File: src/rtl/tdp18k_pkg.sv
// Shared types and constants for the TDP18K preload sequencer.
package tdp18k_pkg;

  localparam int DATA_W    = 18;
  localparam int ADDR_W    = 10;
  localparam int ID_W      = 20;
  localparam int ID_HALF_W = 10;
  localparam int PL_ADDR_W = 32;
  localparam int ID_HI_LSB = 22;
  localparam int ID_LO_LSB = 12;

  typedef enum logic [2:0] {
    ST_IDLE,
    ST_WRITE,
    ST_RD,
    ST_DRAIN,
    ST_CMP
  } state_e;

  // Sequence parameters captured on START.
  typedef struct packed {
    logic              bcast;
    logic [ID_W-1:0]   id;
    logic [ADDR_W-1:0] last_addr;
  } cfg_t;

  // Broadcast leaves both ID fields zero so every RAM decodes the row.
  function automatic logic [PL_ADDR_W-1:0] pl_addr(cfg_t cfg, logic [ADDR_W-1:0] row);
    logic [PL_ADDR_W-1:0] a;
    a = '0;
    a[ADDR_W-1:0] = row;
    if (!cfg.bcast) begin
      a[ID_HI_LSB +: ID_HALF_W] = cfg.id[ID_W-1:ID_HALF_W];
      a[ID_LO_LSB +: ID_HALF_W] = cfg.id[ID_HALF_W-1:0];
    end
    return a;
  endfunction

endpackage

File: src/rtl/tdp18k_preload_ctl_if.sv
// Init-word stream plus the primitive's preload port, as seen by the sequencer.
interface tdp18k_preload_ctl_if;
  import tdp18k_pkg::*;

  logic [DATA_W-1:0]    S_DATA_i;
  logic                 S_VALID_i;
  logic                 S_READY_o;
  logic                 PL_INIT_o;
  logic                 PL_ENA_o;
  logic                 PL_WEN_o;
  logic                 PL_REN_o;
  logic [PL_ADDR_W-1:0] PL_ADDR_o;
  logic [DATA_W-1:0]    PL_DATA_o;
  logic [DATA_W-1:0]    PL_DATA_IN_i;

  modport slave (
    input  S_DATA_i, S_VALID_i, PL_DATA_IN_i,
    output S_READY_o, PL_INIT_o, PL_ENA_o, PL_WEN_o, PL_REN_o, PL_ADDR_o, PL_DATA_o
  );

  modport master (
    output S_DATA_i, S_VALID_i, PL_DATA_IN_i,
    input  S_READY_o, PL_INIT_o, PL_ENA_o, PL_WEN_o, PL_REN_o, PL_ADDR_o, PL_DATA_o
  );

endinterface

File: src/rtl/tdp18k_preload_sum.sv
// Modulo-2^DATA_W accumulator with synchronous clear; sum_nxt_o is the value after this edge.
module tdp18k_preload_sum
  import tdp18k_pkg::*;
(
  input  logic              CLK_i,
  input  logic              RST_ni,
  input  logic              clr_i,
  input  logic              en_i,
  input  logic [DATA_W-1:0] add_i,
  output logic [DATA_W-1:0] sum_o,
  output logic [DATA_W-1:0] sum_nxt_o
);

  logic [DATA_W-1:0] sum_q, sum_d;

  always_comb begin
    sum_d = sum_q;
    if (clr_i)     sum_d = '0;
    else if (en_i) sum_d = sum_q + add_i;
  end

  always_ff @(posedge CLK_i or negedge RST_ni) begin
    if (!RST_ni) sum_q <= '0;
    else         sum_q <= sum_d;
  end

  assign sum_o     = sum_q;
  assign sum_nxt_o = sum_d;

endmodule

File: src/rtl/tdp18k_preload_ctl.sv
// TDP18K preload sequencer: streams init words into consecutive rows of one RAM or all RAMs.
// Define TDP18K_PRELOAD_VERIFY_EN to add readback of the rows and a checksum compare (ERR_o).
module tdp18k_preload_ctl
  import tdp18k_pkg::*;
(
  input  logic              CLK_i,
  input  logic              RST_ni,
  input  logic              START_i,
  input  logic              BCAST_i,
  input  logic [ID_W-1:0]   TARGET_ID_i,
  input  logic [ADDR_W-1:0] LAST_ADDR_i,
  output logic              BUSY_o,
  output logic              DONE_o,
  output logic              ERR_o,
  tdp18k_preload_ctl_if.slave pl
);

  state_e               state_q, state_d;
  cfg_t                 cfg_q, cfg_d;
  logic [ADDR_W-1:0]    row_q, row_d;
  logic                 busy_q, busy_d;
  logic                 done_q, done_d;
  logic                 wen_q, wen_d;
  logic [PL_ADDR_W-1:0] addr_q, addr_d;
  logic [DATA_W-1:0]    data_q, data_d;
  logic                 accept, last_row, sum_clr;
  logic [DATA_W-1:0]    wsum, wsum_nxt_unused;

  assign accept   = (state_q == ST_WRITE) && pl.S_VALID_i;
  assign last_row = (row_q == cfg_q.last_addr);

`ifdef TDP18K_PRELOAD_VERIFY_EN
  logic              err_q, err_d;
  logic              ren_d;
  // [0] read issued this cycle (PL_REN_o), [1] readback word present on PL_DATA_IN_i
  logic [1:0]        vld_pipe_q, vld_pipe_d;
  logic [DATA_W-1:0] rsum_nxt, rsum_unused;
`endif

  always_comb begin
    state_d = state_q;
    cfg_d   = cfg_q;
    row_d   = row_q;
    done_d  = 1'b0;
    wen_d   = 1'b0;
    addr_d  = addr_q;
    data_d  = data_q;
    sum_clr = 1'b0;
`ifdef TDP18K_PRELOAD_VERIFY_EN
    err_d   = err_q;
    ren_d   = 1'b0;
`endif
    case (state_q)
      ST_IDLE: begin
        if (START_i) begin
          cfg_d.bcast     = BCAST_i;
          cfg_d.id        = TARGET_ID_i;
          cfg_d.last_addr = LAST_ADDR_i;
          row_d           = '0;
          sum_clr         = 1'b1;
          state_d         = ST_WRITE;
`ifdef TDP18K_PRELOAD_VERIFY_EN
          err_d           = 1'b0;
`endif
        end
      end
      ST_WRITE: begin
        if (accept) begin
          wen_d  = 1'b1;
          addr_d = pl_addr(cfg_q, row_q);
          data_d = pl.S_DATA_i;
          if (last_row) begin
            row_d = '0;
`ifdef TDP18K_PRELOAD_VERIFY_EN
            if (cfg_q.bcast) begin
              state_d = ST_IDLE;
              done_d  = 1'b1;
            end else begin
              state_d = ST_RD;
            end
`else
            state_d = ST_IDLE;
            done_d  = 1'b1;
`endif
          end else begin
            row_d = row_q + 1'b1;
          end
        end
      end
`ifdef TDP18K_PRELOAD_VERIFY_EN
      ST_RD: begin
        ren_d  = 1'b1;
        addr_d = pl_addr(cfg_q, row_q);
        if (last_row) state_d = ST_DRAIN;
        else          row_d   = row_q + 1'b1;
      end
      ST_DRAIN: state_d = ST_CMP;
      ST_CMP: begin
        // The last readback word lands this cycle, so compare the post-edge sum.
        state_d = ST_IDLE;
        if (rsum_nxt == wsum) done_d = 1'b1;
        else                  err_d  = 1'b1;
      end
`endif
      default: state_d = ST_IDLE;
    endcase
  end

  // Busy covers the cycle after leaving the last state so the final write/DONE sit under PL_ENA_o.
  assign busy_d = (state_q != ST_IDLE) || (state_d != ST_IDLE);

  always_ff @(posedge CLK_i or negedge RST_ni) begin
    if (!RST_ni) begin
      state_q <= ST_IDLE;
      cfg_q   <= '0;
      row_q   <= '0;
      busy_q  <= 1'b0;
      done_q  <= 1'b0;
      wen_q   <= 1'b0;
      addr_q  <= '0;
      data_q  <= '0;
    end else begin
      state_q <= state_d;
      cfg_q   <= cfg_d;
      row_q   <= row_d;
      busy_q  <= busy_d;
      done_q  <= done_d;
      wen_q   <= wen_d;
      addr_q  <= addr_d;
      data_q  <= data_d;
    end
  end

  tdp18k_preload_sum u_wsum (
    .CLK_i     (CLK_i),
    .RST_ni    (RST_ni),
    .clr_i     (sum_clr),
    .en_i      (accept),
    .add_i     (pl.S_DATA_i),
    .sum_o     (wsum),
    .sum_nxt_o (wsum_nxt_unused)
  );

`ifdef TDP18K_PRELOAD_VERIFY_EN
  assign vld_pipe_d = {vld_pipe_q[0], ren_d};

  always_ff @(posedge CLK_i or negedge RST_ni) begin
    if (!RST_ni) begin
      err_q      <= 1'b0;
      vld_pipe_q <= '0;
    end else begin
      err_q      <= err_d;
      vld_pipe_q <= vld_pipe_d;
    end
  end

  tdp18k_preload_sum u_rsum (
    .CLK_i     (CLK_i),
    .RST_ni    (RST_ni),
    .clr_i     (sum_clr),
    .en_i      (vld_pipe_q[1]),
    .add_i     (pl.PL_DATA_IN_i),
    .sum_o     (rsum_unused),
    .sum_nxt_o (rsum_nxt)
  );

  assign pl.PL_REN_o = vld_pipe_q[0];
  assign ERR_o       = err_q;
`else
  logic unused_ok;
  assign unused_ok   = ^{pl.PL_DATA_IN_i, wsum};
  assign pl.PL_REN_o = 1'b0;
  assign ERR_o       = 1'b0;
`endif

  assign BUSY_o       = busy_q;
  assign DONE_o       = done_q;
  assign pl.S_READY_o = (state_q == ST_WRITE);
  assign pl.PL_ENA_o  = busy_q;
  assign pl.PL_INIT_o = busy_q & cfg_q.bcast;
  assign pl.PL_WEN_o  = wen_q;
  assign pl.PL_ADDR_o = addr_q;
  assign pl.PL_DATA_o = data_q;

endmodule

File: src/flat_wrapper.sv
// flat-port wrapper written by rule: the top's interface ports become plain ports
module tdp18k_preload_ctl_flat import tdp18k_pkg::*;
  (CLK_i, RST_ni, START_i, BCAST_i, TARGET_ID_i, LAST_ADDR_i, BUSY_o, DONE_o, ERR_o, pl_S_DATA_i, pl_S_VALID_i, pl_PL_DATA_IN_i, pl_S_READY_o, pl_PL_INIT_o, pl_PL_ENA_o, pl_PL_WEN_o, pl_PL_REN_o, pl_PL_ADDR_o, pl_PL_DATA_o);
  tdp18k_preload_ctl_if pl_i ();
  input  logic CLK_i;
  input  logic RST_ni;
  input  logic START_i;
  input  logic BCAST_i;
  input  logic [ID_W-1:0] TARGET_ID_i;
  input  logic [ADDR_W-1:0] LAST_ADDR_i;
  output logic BUSY_o;
  output logic DONE_o;
  output logic ERR_o;
  input wire logic [$bits(pl_i.S_DATA_i)-1:0] pl_S_DATA_i;
  input wire logic [$bits(pl_i.S_VALID_i)-1:0] pl_S_VALID_i;
  input wire logic [$bits(pl_i.PL_DATA_IN_i)-1:0] pl_PL_DATA_IN_i;
  output wire logic [$bits(pl_i.S_READY_o)-1:0] pl_S_READY_o;
  output wire logic [$bits(pl_i.PL_INIT_o)-1:0] pl_PL_INIT_o;
  output wire logic [$bits(pl_i.PL_ENA_o)-1:0] pl_PL_ENA_o;
  output wire logic [$bits(pl_i.PL_WEN_o)-1:0] pl_PL_WEN_o;
  output wire logic [$bits(pl_i.PL_REN_o)-1:0] pl_PL_REN_o;
  output wire logic [$bits(pl_i.PL_ADDR_o)-1:0] pl_PL_ADDR_o;
  output wire logic [$bits(pl_i.PL_DATA_o)-1:0] pl_PL_DATA_o;
  assign pl_i.S_DATA_i = pl_S_DATA_i;
  assign pl_i.S_VALID_i = pl_S_VALID_i;
  assign pl_i.PL_DATA_IN_i = pl_PL_DATA_IN_i;
  assign pl_S_READY_o = pl_i.S_READY_o;
  assign pl_PL_INIT_o = pl_i.PL_INIT_o;
  assign pl_PL_ENA_o = pl_i.PL_ENA_o;
  assign pl_PL_WEN_o = pl_i.PL_WEN_o;
  assign pl_PL_REN_o = pl_i.PL_REN_o;
  assign pl_PL_ADDR_o = pl_i.PL_ADDR_o;
  assign pl_PL_DATA_o = pl_i.PL_DATA_o;
  tdp18k_preload_ctl u_core (.CLK_i(CLK_i), .RST_ni(RST_ni), .START_i(START_i), .BCAST_i(BCAST_i), .TARGET_ID_i(TARGET_ID_i), .LAST_ADDR_i(LAST_ADDR_i), .BUSY_o(BUSY_o), .DONE_o(DONE_o), .ERR_o(ERR_o), .pl(pl_i));
endmodule
File: config.mk
export PLATFORM = sky130hd
export DESIGN_NAME = tdp18k_preload_ctl_flat
export DESIGN_NICKNAME = d
export VERILOG_FILES = /design/src/rtl/tdp18k_pkg.sv /design/src/rtl/tdp18k_preload_ctl_if.sv /design/src/rtl/tdp18k_preload_sum.sv /design/src/rtl/tdp18k_preload_ctl.sv /design/src/flat_wrapper.sv
export SDC_FILE = /design/constraint.sdc
export NUM_CORES = 1
export LEC_CHECK = 0
export ABC_AREA = 1
export CORE_AREA = 3 3 105 107
export DETAILED_ROUTE_END_ITERATION = 8
export DIE_AREA = 0 0 108 110
export GPL_TIMING_DRIVEN = 1
export PLACE_DENSITY = 0.67
export SYNTH_ARGS = -nofsm -noshare
export SYNTH_HDL_FRONTEND = slang
export SYNTH_SLANG_ARGS = --single-unit
File: constraint.sdc
create_clock -name CLK_i -period 1.83 [get_ports CLK_i]
set_input_delay 0.2745 -clock CLK_i [delete_from_list [all_inputs] [get_ports CLK_i]]
set_output_delay 0.2745 -clock CLK_i [all_outputs]
set_load 0.01 [all_outputs]
=== Word level (Yosys, flattened, before mapping) ===
Index checks and enable logic that the tools add are counted.

* Flip-flop bits (word level): 95
* Latch bits: 0
* Bits in writable memories: 0
* Memory bits (read-only): 0
* Input port bits: 71
* Output and inout bits: 58
* Memories kept: 0

* Add/subtract/negate cells: 1
* $mul: 0
* Div/mod/pow operators: 0
* $lt $le $gt $ge: 0
* Eq/ne operators: 4
* Shifts and indexed selects: 0
* Mux-type cells: 14
* Bitwise gates (word level): 1
* Reduce and logical (&&, ||, !) cells: 9

{| class="wikitable"
|+ Operator list
! cell !! count
|-
| $mux W10 || 3
|-
| $mux W20 || 1
|-
| $pmux W10 S2 || 1
|-
| $add A10 B1 Y10 const B || 1
|-
| $eq A10 B10 Y1 || 1
|-
| $mux W3 || 3
|-
| $pmux W3 S2 || 1
|-
| $reduce_bool A3 Y1 || 2
|-
| $mux W1 || 5
|-
| $reduce_and A2 Y1 || 2
|-
| $eq A3 B1 Y1 const B || 1
|-
| $logic_not A3 Y1 || 1
|-
| $reduce_and A3 Y1 || 1
|-
| $ne A2 B1 Y1 const B || 1
|-
| $ne A2 B2 Y1 const B || 1
|-
| $reduce_bool A2 Y1 || 1
|-
| $and A1 B1 Y1 || 1
|-
| $logic_and A1 B1 Y1 || 1
|-
| $logic_or A1 B1 Y1 || 1
|}

=== Logic depth before layout (Yosys ltp) ===
* Depth after elaboration: 6
* Depth in mapped cells: 9
* Gate-level depth less buffers: 9

=== Least setup slack after synthesis ===
OpenSTA, ideal clock, no wires.

* Kind: reg2reg
* From: register u_core.state_q[1]
* To: register u_core.cfg_q[12] (netlist bit)
* Setup time: 0.125 ns
* Data arrival time: 1.334 ns
* Slack: 0.370 ns
* Stages on the path, launching flop included: 6
* Path buffers: 2
* Clock period less this slack: 1.460 ns
* Path through: dfrtp_1 > nor3_1 > nand2_1 > buf_2 > buf_6 > mux2_4

* Word-level cells in the longest chain between the ends: 2

{| class="wikitable"
|+ Ends and longest elaborated chain
! what !! RTL line !! RTL
|-
| from (decl) || tdp18k_preload_ctl.sv:18 || <nowiki>state_e state_q, state_d;</nowiki>
|-
| from (signal assigned) || tdp18k_preload_ctl.sv:123 || <nowiki>state_q <= state_d;</nowiki>
|-
| $logic_not A3 Y1 || tdp18k_preload_ctl.sv:53 || <nowiki>case (state_q)</nowiki>
|-
| $reduce_and A2 Y1 (no line) || -- ||
|-
| to (signal assigned) || tdp18k_preload_ctl.sv:124 || <nowiki>cfg_q <= cfg_d;</nowiki>
|-
| to (decl) || tdp18k_preload_ctl.sv:19 || <nowiki>cfg_t cfg_q, cfg_d;</nowiki>
|}

No other way between the ends.
A chain may end at the register's enable or synchronous reset.

=== Worst setup path after layout ===
* From: register u_core.busy_q, in the netlist u_core.BUSY_o
* To: output pl_PL_INIT_o

* Word-level cells in the longest chain between the ends: 1

{| class="wikitable"
|+ Ends and longest elaborated chain
! what !! RTL line !! RTL
|-
| from (decl) || tdp18k_preload_ctl.sv:21 || <nowiki>logic busy_q, busy_d;</nowiki>
|-
| from (signal assigned) || tdp18k_preload_ctl.sv:126 || <nowiki>busy_q <= busy_d;</nowiki>
|-
| $and A1 B1 Y1 || tdp18k_preload_ctl.sv:180 || <nowiki>assign pl.PL_INIT_o = busy_q & cfg_q.bcast;</nowiki>
|-
| to (decl) || flat_wrapper.sv:18 || <nowiki>output wire logic [$bits(pl_i.PL_INIT_o)-1:0] pl_PL_INIT_o;</nowiki>
|}

No other way between the ends.

==> flow_metrics.tcl <==
set metrics [dict create \
    cts.sinks 95 \
    via_per_inst 4.58 \
    grt_pass1_wl_um 14500 \
    fp.dieW_um 108 \
    synth_top_area_share 0.588 \
    powerDensity_mw_per_mm2 956 \
    io_pins 129 \
    r2r_slack_ns 0.20 \
    grt_use_total 0.155 \
    synthArstFlopShare 1.00 \
    holdWs_ns 0.412 \
    diodes 0 \
    grt_max_degree 36 \
    overflow 0 \
    cts.htree.levels 3 \
    cts-buffers-inserted 9 \
    drc 0 \
    slew_violations 0 \
    met3_usage 0.0291 \
    num_rows 37 \
    root_buffer "clkbuf_8" \
    pre_cts_ws_ns 0.143 \
    yosys.cell_types.count 25 \
    nFillCells 967 \
    outcome "complete, no violations" \
    worst_clock_skew_ns 0.00753 \
    r2r-end "u_core.row_q[6]$_DFFE_PN0P_" \
    setup_viol 0 \
    crit_path_top_delay_cell "clkdlybuf4s50_1" \
    synth_ff_type "dfrtp_1" \
    critPathMaxStageDelay_ns 0.54 \
    postSynthCellCount 418 \
    nets 600 \
    hpwl_um 6300 \
    min_period_ns 1.66 \
    gp_congestion 0.830 \
    finalHoldViolCount 0 \
    ys_warn_count 0 \
    layout-area-overhead-vs-synth_pct 36.2 \
    core_area_mm2 0.0102 \
    start_util 0.395 \
    use_met1 0.198 \
    r2r-start "u_core.row_q[0]$_DFFE_PN0P_" \
    wire_per_inst_um 13.3 \
    worstPathMaxFanout 3 \
    avgSynthCellArea_um2 9.68 \
    dieArea_mm2 0.0119 \
    cts_tree "built" \
    routed_wl_um 8890 \
    path_class "reg -> out" \
    ys_seq_area_frac 0.588 \
    ant_nets 0 \
    synth_top_area_cell "dfrtp_1" \
    drive_gt1_frac 0.113 \
    vias 3065 \
    synth_edf_count 0 \
    path_clk_slew_ns 0.09 \
    period_share 0.909 \
    busiest_layer "met2" \
    io_buffers 106 \
    hold_path.class "in -> async" \
    dieHeight_um 110 \
    clockBufferDepth 2 \
    syn-cell-area_mm2 0.00405 \
    cp-end-kind "primary output" \
    cp.arrival_ns 1.39 \
    use_met2 0.259 \
    power.total_mw 5.27 \
    leakage_nw 2.66 \
    max_cap_violations 0 \
    cp_cell_sequence "nand2_1 -> inv_1 -> clkdlybuf4s50_1" \
    fmax_mhz 601 \
    cp-start-kind "register" \
    final_util 0.539 \
    synth_seq_cells 95 \
    grt_pass1_vias 3031 \
    insertion_delay_ns 0.35 \
    tns_ns 0 \
    cp.required_ns 1.56 \
    dr.pass1.iters 4 \
    grt_setup_unrepaired "no" \
    drt_iter0_drc 146 \
    setup_slack_ns 0.166 \
    r2r_cells 9 \
    ir_drop_v 0.000487 \
    antenna_found_initial 0 \
    yosys-top-cells-area "dfrtp_1 59%, nand2_1 15%, mux2_4 7.1%" \
]
[per-stage QoR]
stage                     instances  cell area, um^2
final                           669             5510
after detailed placement        652             5280
after floorplan                 423             4070
after CTS                       669             5510
after global routing            669             5510
after global placement          652             5280
[timing repair]
item	in CTS	in global routing
hold buffers	1	0
setup buffers	0	0
endpoints found under the hold margin	33	0
resized for setup	1	0
endpoints found under the setup margin	1	0
[layout by cell type (no fill, tap or decap), drive strengths merged]
master / n
nor3: 1
nor2: 14
a21oi: 11
buf: 11
dfrtp: 95
dlygate4sd2: 1
inv: 28
ha: 1
clkbuf: 10
clkdlybuf4s50: 104
o21ai: 34
nand4: 6
conb: 6
mux2: 26
clkinv: 2
dlygate4sd3: 1
xnor2: 3
nand2: 162
nand3: 11
bufinv: 2
nor3b: 1
or2: 3
[synthesized netlist by cell type, types with 2 or more instances]
master	number
nand2_1	160
dfrtp_1	95
o21ai_0	32
inv_1	25
mux2_4	19
nor2_1	14
a21oi_1	11
nand3_1	11
clkbuf_1	10
mux2_2	7
nand4_1	6
buf_2	5
buf_4	5
buf_6	3
xnor2_1	3
o21ai_1	2
or2_2	2
[how the worst max path moves through the flow]
stage	slack (ns)	to	startpoint
floorplan	0.37	u_core.cfg_q[12]$_DFFE_PN0P_	u_core.state_q[1]$_DFF_PN0_
global placement	0.22	u_core.row_q[2]$_DFFE_PN0P_	START_i
detailed placement	0.14	u_core.row_q[6]$_DFFE_PN0P_	START_i
CTS	0.12	pl_PL_INIT_o	u_core.BUSY_o$_DFF_PN0_
global route	0.02	u_core.row_q[6]$_DFFE_PN0P_	u_core.row_q[0]$_DFFE_PN0P_
finish	0.17	pl_PL_INIT_o	u_core.BUSY_o$_DFF_PN0_
[sequential cells by signal, summed over array words and instances, names as in the netlist]
signal,flops
u_core.BUSY_o,1
u_core.DONE_o,1
u_core.cfg_q,31
u_core.pl.PL_ADDR_o,30
u_core.pl.PL_DATA_o,18
u_core.pl.PL_WEN_o,1
u_core.row_q,10
u_core.state_q,3
[power by group]
| group | total, mW | internal (mW) | switching (mW) |
|---|---|---|---|
| combinational | 1.12 | 0.670 | 0.446 |
| sequential | 2.60 | 2.41 | 0.186 |
| clock | 1.56 | 0.817 | 0.740 |
| total | 5.27 | 3.90 | 1.37 |
[area by class of cell]
class	count	area, um^2	area share
repair buffers	117	1180	0.214
well taps	136	170	0.0309
flip-flops and latches	95	2380	0.431
clock inverters	6	91.3	0.0166
clock buffers	10	138	0.0250
inverters	26	97.6	0.0177
multi-input cells	279	1460	0.265
[critical path, delay by kind of cell, from the launching register on]
kind,cells,cell delay [ns]
buf+inv,2,0.58
flops,1,0.39
simple gates,1,0.06
[per-layer routing]
| metal | part of all wire | up-vias |
|---|---|---|
| li1 | - | 1530 |
| met1 | 0.44 | 1448 |
| met2 | 0.50 | 73 |
| met3 | 0.041 | 14 |
| met4 | 0.020 | 0 |
| met5 | 0 | - |
[cells by family after synthesis]
kind of cell             share of synthesized area
buffers and inverters                       0.0572
adder cells (fa/ha/maj)                    0.00309
AND/OR/NAND/NOR                              0.199
multiplexers                                0.0900
XOR/XNOR                                   0.00649
AO/OA/AOI/OAI                               0.0557
other                                     0.000927
flip-flops                                   0.588
Power figures use the tool's default switching activity.
